**src/rtl/mod10_pkg.sv**
```systemverilog
// mod10_pkg: shared states, BCD constants and nibble saturation for the mod-10 counters
package mod10_pkg;
    typedef enum logic [1:0] {IDLE, RUN, EXPIRED} state_t;
    localparam int BCD_W = 4;
    localparam logic [BCD_W-1:0] BCD_MAX = 4'd9;
    function automatic logic [BCD_W-1:0] bcd_sat(input logic [BCD_W-1:0] d);
        return (d > BCD_MAX) ? BCD_MAX : d;
    endfunction
endpackage

```
**src/rtl/bcd_digit_dec.sv**
```systemverilog
// bcd_digit_dec: one combinational BCD decade decrementer with borrow chain
module bcd_digit_dec
    import mod10_pkg::*;
(
    input  logic [BCD_W-1:0] i_digit,
    input  logic             i_borrow,
    output logic [BCD_W-1:0] o_digit,
    output logic             o_borrow
);
    logic w_zero;
    assign w_zero   = (i_digit == '0);
    assign o_borrow = i_borrow && w_zero;
    assign o_digit  = !i_borrow ? i_digit : w_zero ? BCD_MAX : i_digit - 4'd1;
endmodule

```
**src/rtl/sync_mod10_down_counter.sv**
```systemverilog
// sync_mod10_down_counter: cascaded BCD down counter with load/start/enable and expiry flag
// Optional: SYNC_MOD10_AUTO_RELOAD_EN reloads from the last loaded value at zero and pulses borrow.
module sync_mod10_down_counter
    import mod10_pkg::*;
#(
    parameter int DIGITS = 2
) (
    input  logic                  clock,
    input  logic                  clear,
    input  logic                  load,
    input  logic [4*DIGITS-1:0]   din,
    input  logic                  start,
    input  logic                  en,
    output logic [4*DIGITS-1:0]   q,
    output logic                  running,
    output logic                  done,
    output logic                  borrow
);
    state_t                r_state;
    logic [4*DIGITS-1:0]   r_q;
    logic                  r_running;
    logic                  r_done;
    logic [4*DIGITS-1:0]   w_din_sat;
    logic [4*DIGITS-1:0]   w_next;
    logic [DIGITS:0]       w_bc;
`ifdef SYNC_MOD10_AUTO_RELOAD_EN
    logic [4*DIGITS-1:0]   r_reload;
    logic                  r_borrow;
`endif

    // The borrow chain starts at en; a borrow out of the top decade means en=1 with q=0.
    assign w_bc[0] = en;
    for (genvar d = 0; d < DIGITS; d++) begin : g_dig
        assign w_din_sat[d*BCD_W +: BCD_W] = bcd_sat(din[d*BCD_W +: BCD_W]);
        bcd_digit_dec u_dec (
            .i_digit  (r_q[d*BCD_W +: BCD_W]),
            .i_borrow (w_bc[d]),
            .o_digit  (w_next[d*BCD_W +: BCD_W]),
            .o_borrow (w_bc[d+1])
        );
    end

    // Control priority: clear, load, start, then count/expire in RUN.
    always_ff @(posedge clock) begin
        if (clear) begin
            r_state   <= IDLE;
            r_q       <= '0;
            r_running <= 1'b0;
            r_done    <= 1'b0;
`ifdef SYNC_MOD10_AUTO_RELOAD_EN
            r_reload  <= '0;
            r_borrow  <= 1'b0;
`endif
        end else begin
`ifdef SYNC_MOD10_AUTO_RELOAD_EN
            r_borrow <= 1'b0;
`endif
            if (load) begin
                r_q       <= w_din_sat;
                r_state   <= IDLE;
                r_running <= 1'b0;
                r_done    <= 1'b0;
`ifdef SYNC_MOD10_AUTO_RELOAD_EN
                r_reload  <= w_din_sat;
`endif
            end else if (start && r_state != RUN) begin
                r_state   <= RUN;
                r_running <= 1'b1;
                r_done    <= 1'b0;
            end else if (r_state == RUN && w_bc[DIGITS]) begin
`ifdef SYNC_MOD10_AUTO_RELOAD_EN
                r_q       <= r_reload;
                r_borrow  <= 1'b1;
`else
                r_state   <= EXPIRED;
                r_running <= 1'b0;
                r_done    <= 1'b1;
`endif
            end else if (r_state == RUN && en) begin
                r_q <= w_next;
            end
        end
    end

    assign q       = r_q;
    assign running = r_running;
    assign done    = r_done;
`ifdef SYNC_MOD10_AUTO_RELOAD_EN
    assign borrow  = r_borrow;
`else
    assign borrow  = 1'b0;
`endif
endmodule

```
**config.mk**
```make
export PLATFORM = sky130hd
export DESIGN_NAME = sync_mod10_down_counter
export DESIGN_NICKNAME = d
export VERILOG_FILES = /design/src/rtl/mod10_pkg.sv /design/src/rtl/bcd_digit_dec.sv /design/src/rtl/sync_mod10_down_counter.sv
export SDC_FILE = /design/constraint.sdc
export NUM_CORES = 1
export LEC_CHECK = 0
export CORE_MARGIN = 10
export CORE_UTILIZATION = 43
export CTS_CLUSTER_DIAMETER = 120
export DETAILED_ROUTE_END_ITERATION = 7
export HOLD_SLACK_MARGIN = 0.02
export PLACE_DENSITY = 0.85
export SLEW_MARGIN = 20
export SYNTH_ARGS = -nofsm -noshare
export SYNTH_HDL_FRONTEND = slang
export SYNTH_HIERARCHICAL = 1
export SYNTH_SLANG_ARGS = --single-unit
```
**constraint.sdc**
```tcl
create_clock -name clock -period 2.7 [get_ports clock]
set_input_delay 0.405 -clock clock [delete_from_list [all_inputs] [get_ports clock]]
set_output_delay 0.405 -clock clock [all_outputs]
set_load 0.01 [all_outputs]
```
; ---- Word-level counts from Yosys, hierarchy flattened
; Cells that the tools add are included.
[totals]
register_bits = 11
inputBits = 13
output_inout_bits = 11
[op_classes]
addsub = 2
order_cmp = 2
n_eq_ne = 4
n_mux = 14
reduce_logical = 15
[op_table]
columns = op, n
row1 = $mux 8, 4
row2 = $mux 4, 6
row3 = $gt 4x4->1 const B, 2
row4 = $logic_not 4->1, 2
row5 = $reduce_and 4->1, 2
row6 = $reduce_bool 2->1, 4
row7 = $sub 4x1->4 const B, 2
row8 = $logic_and 1x1->1, 5
row9 = $mux 1, 4
row10 = $ne 2x2->1 const B, 2
row11 = $reduce_or 3->1, 1
row12 = $eq 2x1->1 const B, 1
row13 = $ne 2x1->1 const B, 1
row14 = $reduce_or 2->1, 1

; ---- Logic depth before layout (Yosys ltp)
[depth]
ltp_word = 7
mapped_depth = 7
ltp_nobuf = 7

; ---- Hierarchy
; Netlist, hierarchy kept.
[by_module_without_submodules]
columns = module, instances, cells_each, area_each_um2
row1 = sync_mod10_down_counter, 1, 58, 521.8
row2 = bcd_digit_dec, 2, 11, 78.8

; ---- Worst setup path before layout
; Ideal clock, no wire load.
[synth_timing]
path_type = register to register
startpoint = register r_q[0] (netlist: q[0])
endpoint = register r_q[1] (netlist: q[1])
t_arrival_ns = 1.928
t_required_ns = 2.609
slack_ns = 0.681
path_stages_with_launch = 8
synth_period_minus_slack_ns = 2.019
path_cell_list = dfxtp_1 nand2b_4 nor4_1 nand2b_4 nor4_1 nand4bb_4 nand2_1 a311oi_1
[synth_between]
word_cells_on_any_way = 13
cone_classes = add/sub: 1 / eq/ne: 1 / mux: 6 / reduce/logical: 5
[synth_rtl]
columns = item, line_no
row1 = from (decl), sync_mod10_down_counter.sv:20  ; logic [4*DIGITS-1:0] r_q;
row2 = from (signal assigned), sync_mod10_down_counter.sv:59  ; r_q <= w_din_sat;
row3 = from (signal assigned), sync_mod10_down_counter.sv:80  ; r_q <= w_next;
row4 = $logic_not 4->1, bcd_digit_dec.sv:11  ; assign w_zero = (i_digit == '0);
row5 = $logic_and 1x1->1, bcd_digit_dec.sv:12  ; assign o_borrow = i_borrow && w_zero;
row6 = via w_bc[1], sync_mod10_down_counter.sv:25  ; logic [DIGITS:0] w_bc;
row7 = $logic_and 1x1->1, bcd_digit_dec.sv:12
row8 = via w_bc[2], sync_mod10_down_counter.sv:25
row9 = $logic_and 1x1->1, sync_mod10_down_counter.sv:70  ; end else if (r_state == RUN && w_bc[DIGITS]) begin
row10 = $ne 2x2->1 (no line), --
row11 = $reduce_and 4->1 (no line), --
; The timed path passes the listed nets, and every way through them passes these cells. The select of a mux whose other input is x is not followed.
; A chain may end at the register's enable or synchronous reset.

; ---- Worst setup path in the final report
[layout_timing]
startpoint = input en
endpoint = register r_q[2] (netlist: q[2])
[layout_between]
elab_chain_len = 5
word_cells_on_any_way = 8
cone_classes = eq/ne: 1 / reduce/logical: 7
[layout_rtl]
columns = item, line_no
row1 = from (decl), sync_mod10_down_counter.sv:13  ; input logic en,
row2 = $logic_and 1x1->1, bcd_digit_dec.sv:12
row3 = via w_bc[1], sync_mod10_down_counter.sv:25
row4 = $logic_and 1x1->1, bcd_digit_dec.sv:12
row5 = via w_bc[2], sync_mod10_down_counter.sv:25
row6 = $logic_and 1x1->1, sync_mod10_down_counter.sv:70
row7 = $ne 2x2->1 (no line), --
row8 = $reduce_and 4->1 (no line), --
; The timed path passes the listed nets, and every way through them passes these cells.

==> impl_metrics.tcl <==
set metrics [dict create \
    diodes 0 \
    fp.coreArea_um2 1510 \
    cp-end-kind "register" \
    final_layout_size_suffix_gt1_frac 0.135 \
    min_period_ps 2350 \
    crit_chain "clkdlybuf4s50_1, nand2b_4, nor4_1, buf_4, nand2b_4, nor4_1, nand4bb_4, nand2_1, a311oi_1" \
    routed-wl-met3_um 178 \
    synthTopCellsByArea "dfxtp_1 29%, nor3_1 8.8%, a311oi_1 5.2%" \
    path_clk_slew_ps 70 \
    synth_seq_area_share 0.295 \
    root_buffer "clkbuf_4" \
    wire_per_inst_um 16.0 \
    drt_iter0_markers 14 \
    cts.sinks 10 \
    crit_path_start_kind "primary input" \
    r2r_slack_ps 570 \
    layout_commonest_cell "clkdlybuf4s50_1" \
    cp_max_fo 6 \
    setup_viol 0 \
    fp.dieW_um 59.8 \
    syn-cell-area_um2 679 \
    synth_seq_cells 10 \
    cts_tree "yes" \
    synth_top_area_frac 0.295 \
    rsz0062_at_grt "no" \
    first_global_vias 698 \
    drtPass1Iterations 4 \
    io-pin-count 24 \
    viasPerCell 5.85 \
    fp.dieH_um 59.8 \
    power.density_nw_per_um2 467 \
    required_ps 2880 \
    cp_data_arrival_time_ps 2530 \
    max_cap_violations 0 \
    slew_viol_final 0 \
    routed_wl_um 1920 \
    p_total_w 0.000443 \
    dieArea_um2 3570 \
    grt_usage 0.114 \
    grt_antenna_before_repair 0 \
    drc 0 \
    period_share 0.872 \
    status "finished, final reports clean" \
    port_buffers 22 \
    finClkSkew_ps 9.66 \
    grt_max_degree 20 \
    top_layer "met4" \
    cp.buffers_inverters 2 \
    cts_buffers 3 \
    power.leakage_nw 0.353 \
    fp-row-count 14 \
    cp_slowest_cell "clkdlybuf4s50_1" \
    crit_family "simple AND/OR/NAND/NOR gates" \
    syn_avg_cell_area_um2 8.49 \
    area_growth_pct 39.4 \
    ys_types 27 \
    max_slew.worst_pin.slew_ps 692 \
    cpPeakStageDelay_ps 520 \
    dp_hpwl_um 1480 \
    clkLatencyLatePin_ps 270 \
    hp-class "register to register" \
    routed-wl-met2_um 868 \
    yosys.area.top_type "dfxtp_1" \
    h-tree-depth 1 \
    slew_headroom 0.537 \
    cts_setup_buffers 0 \
    final.setup.tns_ps 0 \
    gr-total-overflow 0 \
    synth_warnings 6 \
    vdd.ir_drop.worst_uv 311 \
    max_freq_mhz 425 \
    initial_utilization 0.451 \
    cts_hold_buf 0 \
    ant_nets 0 \
    grt_pass1_wl_um 3200 \
    syn_nets 93 \
    nNetsFinal 118 \
    synth_cells 80 \
    drt-met1-wl_um 835 \
    num_vias 702 \
    cts_resized 0 \
    hold_viol 0 \
    ctsLongestPathBuffers 2 \
    gp_congestion 0.798 \
    critPathKind "primary input to register" \
    mostFrequentLayoutCells "22 x clkdlybuf4s50_1, 12 x nor3_1, 10 x dfxtp_1" \
]
-- flip-flops by register name, summed over array words and instances (netlist names) --
| register | cells |
|---|---|
| r_state | 1 |
| q | 8 |
| done | 1 |
-- final timing paths --
check        from    to  cells past startpoint
max            en  q[2]                      9
min          q[0]  q[0]                      2
max reg2reg  q[0]  q[2]                      8
min reg2reg  q[0]  q[0]                      2
-- where the power goes --
part | internal [W] | leakage (nW) | switching (W) | total [W]
clock | 0.0000820 | 0.0210 | 0.0000565 | 0.000139
combinational | 0.0000718 | 0.249 | 0.0000561 | 0.000128
sequential | 0.000159 | 0.0826 | 0.0000177 | 0.000176
total | 0.000312 | 0.353 | 0.000130 | 0.000443
-- tightest hold or removal path, stage by stage, from the launching register on --
cell     delay [ps]
dfxtp_1         340
nand3_1          70
a21oi_1          60
-- through the flow --
step	hold slack (ps)	cells	setup WS (ps)	area [µm²]	utilization
finish	517	120	346	947	0.629
floorplan	523	80	681	679	-
CTS	521	120	347	947	0.629
detailed placement	511	116	79.1	911	0.605
global route	569	120	83.8	947	0.629
global placement	518	116	222	911	0.605
-- final cells by class --
cell class | instances | area (µm²)
Fill cell | 137 | 559
Inverter | 1 | 3.75
Multi-Input combinational cell | 65 | 452
Sequential cell | 10 | 200
Clock buffer | 4 | 36.3
Timing Repair Buffer | 24 | 235
Tap cell | 16 | 20.0
-- Yosys cell counts --
cell / count
buf_4: 2
nor2b_1: 2
o22ai_1: 1
mux2i_1: 2
buf_1: 1
a311oi_1: 4
nand2_1: 8
mux2_2: 1
and4bb_2: 1
conb_1: 1
nor3_1: 12
xor2_1: 4
nor2_1: 4
dfxtp_1: 10
inv_2: 1
nand2b_4: 2
nand3b_1: 4
nor4_1: 2
o21ai_0: 4
or4b_1: 2
nand3_1: 2
nand4bb_4: 1
a211oi_1: 2
buf_2: 1
a21o_2: 2
a221o_1: 2
a21oi_1: 2
-- per-layer routing --
layer / up-vias / global-route usage
met5: - / 0
met4: 0 / 0.0801
met2: 34 / 0.172
li1: 349 / -
met1: 315 / 0.136
met3: 4 / 0.0318
-- kinds of logic (layout without fill, tap and decap cells) --
group / count (synthesis) / in the layout / synth area share
and+or+nand+nor: 40 / 40 / 0.379
AOI/OAI and AO/OA: 17 / 17 / 0.182
DFF: 10 / 10 / 0.295
buffers and inverters: 5 / 29 / 0.0405
xor gates and xnor gates: 4 / 4 / 0.0516
muxes: 3 / 3 / 0.0460
other: 1 / 1 / 0.00552
No activity file was read; power rests on OpenSTA's default activity.
